--- src/rtl/uart_rx_stream.sv ---
// 8N1 UART receiver with a single-entry valid/ready output stream.
// The serial line is synchronised, a start bit is confirmed at mid-bit,
// data bits are sampled at their centres, and the stop bit is checked.
// A completed byte goes into a one-deep holding register. The register
// reports overrun when a byte arrives while the consumer has not taken
// the previous one.
module uart_rx_stream #(
    parameter int F    = 8000000,
    parameter int BAUD = 115200
) (
    input  logic       clk,
    input  logic       rst,
    input  logic       rx,
    output logic [7:0] data,
    output logic       valid,
    input  logic       ready,
    output logic       frame_err,
    output logic       overrun
);

    // Clocks per bit (rounded) and half-bit offset used to find the bit centre
    localparam int N     = (F + BAUD / 2) / BAUD;
    localparam int H     = N / 2;
    localparam int CNT_W = (N > 1) ? $clog2(N) : 1;

    localparam logic [CNT_W-1:0] N_LAST = CNT_W'(N - 1);
    localparam logic [CNT_W-1:0] H_LAST = CNT_W'(H - 1);

    typedef enum logic [2:0] {
        IDLE,
        START,
        DATA,
        STOP,
        BREAK
    } state_t;

    logic             rx_meta_q;
    logic             rx_s_q;

    state_t           state_q, state_d;
    logic [CNT_W-1:0] cnt_q,   cnt_d;
    logic [2:0]       idx_q,   idx_d;
    logic [7:0]       sh_q,    sh_d;
    logic             done_q,  done_d;
    logic             ferr_q,  ferr_d;

    logic [7:0]       data_q,  data_d;
    logic             valid_q, valid_d;
    logic             ovr_q,   ovr_d;
    logic             hs;

    // Two-flop synchroniser; idles high so reset never looks like a start bit
    always_ff @(posedge clk) begin
        if (rst) begin
            rx_meta_q <= 1'b1;
            rx_s_q    <= 1'b1;
        end else begin
            rx_meta_q <= rx;
            rx_s_q    <= rx_meta_q;
        end
    end

    // Receiver state register, bit timer, bit index and shift register
    always_ff @(posedge clk) begin
        if (rst) begin
            state_q <= IDLE;
            cnt_q   <= '0;
            idx_q   <= '0;
            sh_q    <= '0;
            done_q  <= 1'b0;
            ferr_q  <= 1'b0;
        end else begin
            state_q <= state_d;
            cnt_q   <= cnt_d;
            idx_q   <= idx_d;
            sh_q    <= sh_d;
            done_q  <= done_d;
            ferr_q  <= ferr_d;
        end
    end

    // Frame sequencing: confirm start at mid-bit, then sample once per bit period
    always_comb begin
        state_d = state_q;
        cnt_d   = cnt_q;
        idx_d   = idx_q;
        sh_d    = sh_q;
        done_d  = 1'b0;
        ferr_d  = 1'b0;
        case (state_q)
            IDLE: begin
                cnt_d = '0;
                if (!rx_s_q) begin
                    state_d = START;
                end
            end
            START: begin
                if (cnt_q == H_LAST) begin
                    cnt_d = '0;
                    if (rx_s_q) begin
                        // Low pulse shorter than half a bit: treat as line noise
                        state_d = IDLE;
                    end else begin
                        state_d = DATA;
                        idx_d   = '0;
                    end
                end else begin
                    cnt_d = cnt_q + CNT_W'(1);
                end
            end
            DATA: begin
                if (cnt_q == N_LAST) begin
                    cnt_d        = '0;
                    sh_d[idx_q]  = rx_s_q;
                    if (idx_q == 3'd7) begin
                        state_d = STOP;
                    end else begin
                        idx_d = idx_q + 3'd1;
                    end
                end else begin
                    cnt_d = cnt_q + CNT_W'(1);
                end
            end
            STOP: begin
                if (cnt_q == N_LAST) begin
                    cnt_d = '0;
                    if (rx_s_q) begin
                        done_d  = 1'b1;
                        state_d = IDLE;
                    end else begin
                        // Low stop bit: drop the byte and wait out the break
                        ferr_d  = 1'b1;
                        state_d = BREAK;
                    end
                end else begin
                    cnt_d = cnt_q + CNT_W'(1);
                end
            end
            BREAK: begin
                cnt_d = '0;
                if (rx_s_q) begin
                    state_d = IDLE;
                end
            end
            default: begin
                state_d = IDLE;
                cnt_d   = '0;
            end
        endcase
    end

    // Holding register and stream flags
    always_ff @(posedge clk) begin
        if (rst) begin
            data_q  <= 8'h00;
            valid_q <= 1'b0;
            ovr_q   <= 1'b0;
        end else begin
            data_q  <= data_d;
            valid_q <= valid_d;
            ovr_q   <= ovr_d;
        end
    end

    // A completed byte is accepted if the slot is empty or is being emptied this cycle
    always_comb begin
        hs      = valid_q & ready;
        data_d  = data_q;
        valid_d = valid_q;
        ovr_d   = 1'b0;
        if (done_q) begin
            if (!valid_q || hs) begin
                data_d  = sh_q;
                valid_d = 1'b1;
            end else begin
                ovr_d = 1'b1;
            end
        end else if (hs) begin
            valid_d = 1'b0;
        end
    end

    assign data      = data_q;
    assign valid     = valid_q;
    assign frame_err = ferr_q;
    assign overrun   = ovr_q;

endmodule
--- config.mk ---
export PLATFORM = sky130hd
export DESIGN_NAME = uart_rx_stream
export DESIGN_NICKNAME = d
export VERILOG_FILES = /design/src/rtl/uart_rx_stream.sv
export SDC_FILE = /design/constraint.sdc
export NUM_CORES = 1
export LEC_CHECK = 0
export ABC_CLOCK_PERIOD_IN_PS = 1700
export CORE_ASPECT_RATIO = 0.8
export CORE_MARGIN = 2
export CORE_UTILIZATION = 46
export DETAILED_ROUTE_END_ITERATION = 10
export GPL_ROUTABILITY_DRIVEN = 0
export PLACE_DENSITY = 0.71
export SLEW_MARGIN = 40
export SYNTH_ARGS = -nofsm -noshare
export SYNTH_HDL_FRONTEND = slang
export SYNTH_SLANG_ARGS = --single-unit
export TNS_END_PERCENT = 30
--- constraint.sdc ---
create_clock -name clk -period 1.7 [get_ports clk]
set_input_delay 0.17 -clock clk [delete_from_list [all_inputs] [get_ports clk]]
set_output_delay 0.17 -clock clk [all_outputs]
set_load 0.02 [all_outputs]
After elaboration in Yosys (flattened, before gate mapping):

Cells that the tools add are included.

* add/subtract/negate cells: 2
* eq/ne operators: 16
* bitwise gates (word level): 4
* reductions and logical operators: 14
* order comparisons: 2
* muxes and demuxes: 26

Operator list (count)
* $mux 3: 11
* $ne 2x2->1 const B: 8
* $pmux 3 s5: 1
* $mux 7: 2
* $pmux 7 s2: 1
* $bwmux 8: 1
* $add 7x1->7 const B: 1
* $eq 7x6->1 const B: 1
* $eq 7x7->1 const B: 1
* $mux 1: 7
* $eq 3x2->1 const B: 2
* $eq 3x3->1 const B: 2
* $pmux 3 s2: 1
* $reduce_and 2->1: 3
* $reduce_and 6->1: 1
* $reduce_and 5->1: 1
* $lt 3x4->1 const B: 1
* $reduce_bool 2->1: 2
* $reduce_or 2->1: 2
* $add 3x1->3 const B: 1
* $demux 1 s3: 1
* $eq 3x1->1 const B: 1
* $ge 3x1->1 const B: 1
* $logic_not 3->1: 1
* 8 further kinds: 10

* output and inout port bits: 11
* bits of input ports: 4
* word-level logic and storage cells: 75
* register bits: 35

Depth between registers and ports, before layout:

Gate-level depths: netlist of run 1.

* depth in word-level cells: 5
* depth in mapped cells: 6
* depth with buffers taken out: 6

Worst setup path after synthesis of run 1:

No wires, ideal clock.

* path type: flip-flop to flip-flop
* start: reg idx_q[0]
* end: reg idx_q[1]
* stages on the path, launching flop included: 6
* data arrival time: 1424 ps
* required time: 1580 ps
* library setup time: 120 ps
* period minus slack after synthesis: 1544 ps
* path slack: 156 ps
* path buffers: 0
* cells stage by stage: dfxtp_1 ha_1 ha_1 or4_4 nand3_1 a21oi_1

* word-level cells in the longest chain between the ends: 4
* elaborated cells on any way between the ends: 7
* those cells by class: add/sub: 1; eq/ne: 2; mux: 3; reduce/logical: 1

RTL lines
* start, declared: line 42 `logic [2:0] idx_q, idx_d;`
* start signal, assigned: line 75 `idx_q <= idx_d;`
* $add 3x1->3: line 118 `idx_d = idx_q + 3'd1;`
* $mux 3: line 115 `if (idx_q == 3'd7) begin`
* $mux 3: line 112 `if (cnt_q == N_LAST) begin`
* $pmux 3 s2: line 90 `case (state_q)`

Several ways; a longest one is shown, not always the timed one. The select of a mux whose other input is x is not followed.
A chain may end at the register's enable or synchronous reset.

Final worst setup path of run 1:

* start: reg state_q[1]
* end: reg idx_q[1]

* word-level cells in the longest chain between the ends: 3
* elaborated cells on any way between the ends: 9
* those cells by class: eq/ne: 6; mux: 1; reduce/logical: 2

RTL lines
* start, declared: line 40 `state_t state_q, state_d;`
* start signal, assigned: line 73 `state_q <= state_d;`
* $eq 3x2->1 or $eq 3x1->1 (tied branches): line 90
* $ne 2x2->1 (no line) or $reduce_bool 2->1 (tied branches)
* $reduce_and 5->1 (no line)

Several ways; a longest one is shown, not always the timed one.

==> impl_metrics.json, run 1 <==
{
  "status": "complete, no violations",
  "start_util": 0.475,
  "place_area_mm2": 0.00183,
  "pwr_density_cell_mw_per_mm2": 839,
  "p_leak_uw": 0.000815,
  "rows": 19,
  "h-tree-depth": 2,
  "drt_iter0_markers": 44,
  "path_delay_family": "simple AND/OR/NAND/NOR gates",
  "grt_usage": 0.164,
  "synth_cells": 166,
  "fmax_mhz": 620,
  "finalMaxSlewViolations": 0,
  "grt_overflow": 0,
  "reg2reg_to": "idx_q[1]",
  "post-cts-setup-buffers": 0,
  "cts_made_buffers": 5,
  "postLayoutCellArea_mm2": 0.00195,
  "hold_path.startpoint": "rx_meta_q",
  "synth-edff-count": 0,
  "clock_latency_ns": 0.28,
  "synth.net_count": 175,
  "dieHeight_um": 57.0,
  "syn_area_mm2": 0.00161,
  "core_mm2": 0.00340,
  "grt_max_degree": 19,
  "async_reset_ff_frac": 0,
  "syn2layout_area_growth_pct": 20.8,
  "synthTopCellsByArea": "dfxtp_1 (43%), mux2i_1 (11%), nand2b_1 (5.0%)",
  "timing.rr.start": "state_q[1]",
  "cts_sinks": 35,
  "rsz0062_at_grt": "true",
  "ant_nets": 0,
  "dp_hpwl_mm": 2.17,
  "ir_worst_vdd_v": 0.000488,
  "drive_gt1_frac": 0.152,
  "crit_chain": "or3b_4 -> or4_4 -> nand3_1 -> a21oi_1",
  "io_buffers": 14,
  "wl_per_cell_um": 12.4,
  "synth-main-ff-cell": "dfxtp_1",
  "hold_depth": 1,
  "ff2ff_setup_slack_ns": 0.09,
  "ys_types": 41,
  "yosys_warnings": 0,
  "finalWirelength_mm": 2.89,
  "synth_seq_area_share": 0.434,
  "cap_violations": 0,
  "worstSetupStartpoint": "state_q[1]",
  "fin_tns_setup_ns": 0,
  "avgSynthCellArea_um2": 9.72,
  "finalSetupViolCount": 0,
  "cts_tree": "built",
  "clk_pin_slew_ns": 0.07,
  "antenna_found_initial": 0,
  "cp_slowest_cell": "or3b_4",
  "antenna_cells": 0,
  "ios": 15,
  "vias_per_cell": 5.18,
  "cp.required_ns": 1.86,
  "finalClockSkew_ns": 0.00658,
  "fin_crit_sh": 0.948,
  "cp-end-kind": "flip-flop",
  "final_hold_viol_count": 0,
  "cts_max_path_buffers": 2,
  "crit_arrival_ns": 1.77,
  "synth_area_leader_cell": "dfxtp_1",
  "critPathMaxStageDelay_ns": 0.45,
  "crit_path_max_fanout": 7,
  "die_w_um": 70.2,
  "synthDominantCellAreaShare": 0.434,
  "route.detailed.drc": 0,
  "holdCritPathClass": "flip-flop to flip-flop",
  "setup_ws_ns": 0.0879,
  "tightest_slew_ns": 0.471,
  "relSlewSlack": 0.682,
  "nFillCells": 286,
  "min_to": "rx_s_q",
  "dieArea_mm2": 0.00400,
  "nNetsFinal": 199,
  "clock-root-buffer": "clkbuf_8",
  "cts_hold_buf": 0,
  "min_period_ns": 1.61,
  "ys_ff_latch": 35,
  "critical_path_class": "flip-flop to flip-flop",
  "routed-via-count": 1208,
  "cp-start-kind": "flip-flop",
  "holdWs_ns": 0.418,
  "dr.pass1.iters": 4,
  "cts_resized": 0,
  "crit_buf_inv": 0,
  "place_ws_ns": 0.105,
  "grt_pass1_vias": 1223,
  "rr_worst_depth": 4,
  "grt_first_pass_wirelength_mm": 5.26
}
-- kinds of logic (layout without fill, tap and decap cells) --
logic type	count (synthesis)	in the layout	share of synthesized area
flops	35	35	0.434
compound gates	17	17	0.0682
mux	17	17	0.105
xor+xnor	6	6	0.0326
buf+inv	13	38	0.0457
fa+ha+maj	5	5	0.0388
simple gates	73	73	0.275
-- Yosys cell counts (2+ instances only) --
cell and n:
xnor2_1 4, buf_6 3, a21oi_1 6, or2_2 3, nor4b_1 3, o22ai_1 2
dfxtp_1 35, and3_1 2, inv_1 6, nand3b_1 2, buf_2 2, o211ai_1 3
nor2_1 20, nand3_1 9, mux2i_1 17, ha_1 5, xor2_1 2, nor3b_1 2
a21boi_0 2, nand2b_1 13, nand2_1 5
-- metrics by stage --
stage	util	power, uW	std cells
floorplan	-	887	166
detailed placement	0.538	900	225
finish	0.573	1640	233
global placement	0.538	898	225
global route	0.573	1720	233
CTS	0.573	1670	233
-- power breakdown --
| part | switching (uW) | total [uW] | internal [uW] |
|---|---|---|---|
| Sequential | 6.52 | 831 | 824 |
| Combinational | 24.5 | 50.2 | 25.7 |
| Clock | 281 | 755 | 474 |
-- per-layer routing --
layer | share of wire | GRT usage
met5 | 0 | 0
met4 | 0 | 0.0412
met3 | 0.031 | 0.0512
met2 | 0.47 | 0.275
met1 | 0.50 | 0.208
-- state kept, by name, summed over array words and instances (netlist names), 3 cells and up --
name	cells
idx_q	3
sh_q	8
data	8
cnt_q	7
state_q	3
-- placed cells by master (no fill, tap or decap), types with 2 or more instances in the layout --
cell | synthesis | layout
nand2b_1 | 13 | 13
nand2_1 | 5 | 5
o22ai_1 | 2 | 2
nor4b_1 | 3 | 3
dfxtp_1 | 35 | 35
nand3b_1 | 2 | 2
a21oi_1 | 6 | 6
buf_4 | 0 | 10
clkbuf_8 | 0 | 6
ha_1 | 5 | 5
and3_1 | 2 | 2
o211ai_1 | 3 | 3
nand3_1 | 9 | 9
clkdlybuf4s50_1 | 0 | 14
nor3b_1 | 2 | 2
or2_2 | 3 | 3
mux2i_1 | 17 | 17
xnor2_1 | 4 | 4
inv_1 | 6 | 6
xor2_1 | 2 | 2
nor2_1 | 20 | 20
-- worst max-delay path by stage --
stage / cells past startpoint / end / slack (ns)
after global routing: 6 / idx_q[2] / -0.02
final: 4 / idx_q[1] / 0.09
after CTS: 6 / idx_q[2] / 0.10
after detailed placement: 6 / idx_q[1] / 0.11
after floorplan: 5 / idx_q[1] / 0.16
after global placement: 6 / idx_q[1] / 0.15
-- area by class of cell --
type                    count  area, um^2  share of cell area
multi-input cells         118         841               0.431
inverters                   6        22.5              0.0116
clock buffers               6        82.6              0.0424
flip-flops and latches     35         701               0.359
well taps                  42        52.6              0.0270
repair buffers             24         215               0.110
clock inverters             2        35.0              0.0180
No activity file was read; power rests on OpenSTA's default activity.
==> run 2: changes to the inputs <==
- PLACE_DENSITY: 0.71 -> 0.66
==> impl_metrics.json, run 2 (synthesized netlist as in run 1, its figures left out) <==
{
  "status": "complete, no violations",
  "hold_path.startpoint": "rx_meta_q",
  "clock-root-buffer": "clkbuf_8",
  "p_leak_uw": 0.000786,
  "holdWs_ns": 0.423,
  "antenna_found_initial": 0,
  "min_to": "rx_s_q",
  "seq_area_um2": 702,
  "final_core_util": 0.558,
  "min_period_ns": 1.63,
  "core_mm2": 0.00340,
  "finalPower_uw": 1420,
  "tightest_slew_ns": 0.481,
  "nFillCells": 301,
  "timing.rr.start": "state_q[1]",
  "postLayoutCellArea_mm2": 0.00190,
  "drive_gt1_frac": 0.138,
  "cp_slowest_cell": "or4_4",
  "io_buffers": 14,
  "dr.pass1.iters": 4,
  "path_delay_family": "simple AND/OR/NAND/NOR gates",
  "hold_depth": 1,
  "grt_first_pass_wirelength_mm": 5.34,
  "cts_max_path_buffers": 2,
  "dieArea_mm2": 0.00400,
  "nNetsFinal": 198,
  "final_cell_mix": "dfxtp_1 (34), nor2_1 (20), mux2i_1 (17)",
  "critPathMaxStageDelay_ns": 0.51,
  "finalMaxSlewViolations": 0,
  "wl_per_cell_um": 13.0,
  "pwr_density_cell_mw_per_mm2": 748,
  "dieHeight_um": 57.0,
  "relSlewSlack": 0.675,
  "crit_arrival_ns": 1.80,
  "multi_input_area_um2": 841,
  "fmax_mhz": 613,
  "ff2ff_setup_slack_ns": 0.07,
  "clock_latency_ns": 0.28,
  "grt_usage": 0.173,
  "dp_hpwl_mm": 2.11,
  "critical_path_class": "flip-flop to flip-flop",
  "start_util": 0.475,
  "finalClockSkew_ns": 0.00311,
  "rows": 19,
  "vias_per_cell": 5.24,
  "finalWirelength_mm": 3.00,
  "cp-end-kind": "flip-flop",
  "crit_chain": "or3b_4 -> or4_4 -> nand3_1 -> a21oi_1",
  "grt_pass1_vias": 1206,
  "drt_iter0_markers": 58,
  "ios": 15,
  "h-tree-depth": 2,
  "final_hold_viol_count": 0,
  "fin_crit_sh": 0.960,
  "crit_buf_inv": 0,
  "crit_path_max_fanout": 5,
  "grt_max_degree": 24,
  "clk_pin_slew_ns": 0.06,
  "cts_hold_buf": 0,
  "ir_worst_vdd_v": 0.000475,
  "grt_overflow": 0,
  "routed-via-count": 1206,
  "holdCritPathClass": "flip-flop to flip-flop",
  "syn2layout_area_growth_pct": 17.6,
  "place_area_mm2": 0.00182,
  "cts_made_buffers": 5,
  "die_w_um": 70.2,
  "worstSetupStartpoint": "state_q[1]",
  "cp.required_ns": 1.87,
  "antenna_cells": 0,
  "final_common_cell": "dfxtp_1",
  "rr_worst_depth": 4,
  "route.detailed.drc": 0,
  "cp-start-kind": "flip-flop",
  "finalSetupViolCount": 0,
  "ant_nets": 0,
  "cts_tree": "built",
  "reg2reg_to": "idx_q[2]",
  "cap_violations": 0,
  "cts_sinks": 35
}
## run 2: cell type report
class | instances | share of cell area
Timing Repair Buffer | 23 | 0.109
Sequential cell | 35 | 0.370
Clock buffer | 6 | 0.0382
Inverter | 6 | 0.0119
Tap cell | 42 | 0.0277
Multi-Input combinational cell | 118 | 0.443
## run 2: worst reg2reg max path, stage by stage, from the launching register on
cell and delay (ns):
dfxtp_1 0.40, or3b_4 0.44, or4_4 0.51, nand3_1 0.11, a21oi_1 0.06
## run 2: stage by stage
stage	worst slack [ns]	std cells	setup TNS, ns
after floorplan	0.156	166	0
after global placement	0.151	224	0
after detailed placement	0.0873	224	0
after CTS	0.0713	230	0
after global routing	-0.00703	230	-0.00703
final	0.0683	230	0
## run 2: worst max-delay path by stage
| stage | to | slack, ns | depth (start not counted) |
|---|---|---|---|
| after floorplan | idx_q[1] | 0.16 | 5 |
| after global placement | idx_q[1] | 0.15 | 6 |
| after detailed placement | idx_q[2] | 0.09 | 6 |
| after CTS | idx_q[2] | 0.07 | 6 |
| after global routing | sh_q[4] | -0.007 | 6 |
| final | idx_q[2] | 0.07 | 4 |
## run 2: per-layer routing
metal  track usage  wire length [um]  vias to the layer above
met5             0                 0                        -
met2         0.265              1350                       20
met3        0.0689               120                        5
li1              -                 -                      622
met4        0.0852                63                        0
met1         0.213              1460                      559
## run 2: timing repair
item | CTS | global route
endpoints found under the setup margin | 0 | 11
buffers inserted | 0 | 0
resized for setup | 0 | 3
## run 2: where the power goes
group,internal (uW),switching (uW),leakage (uW)
clock network,273,267,0.0000371
logic,24.3,25.2,0.000466
registers,825,6.26,0.000283
total,1120,298,0.000786
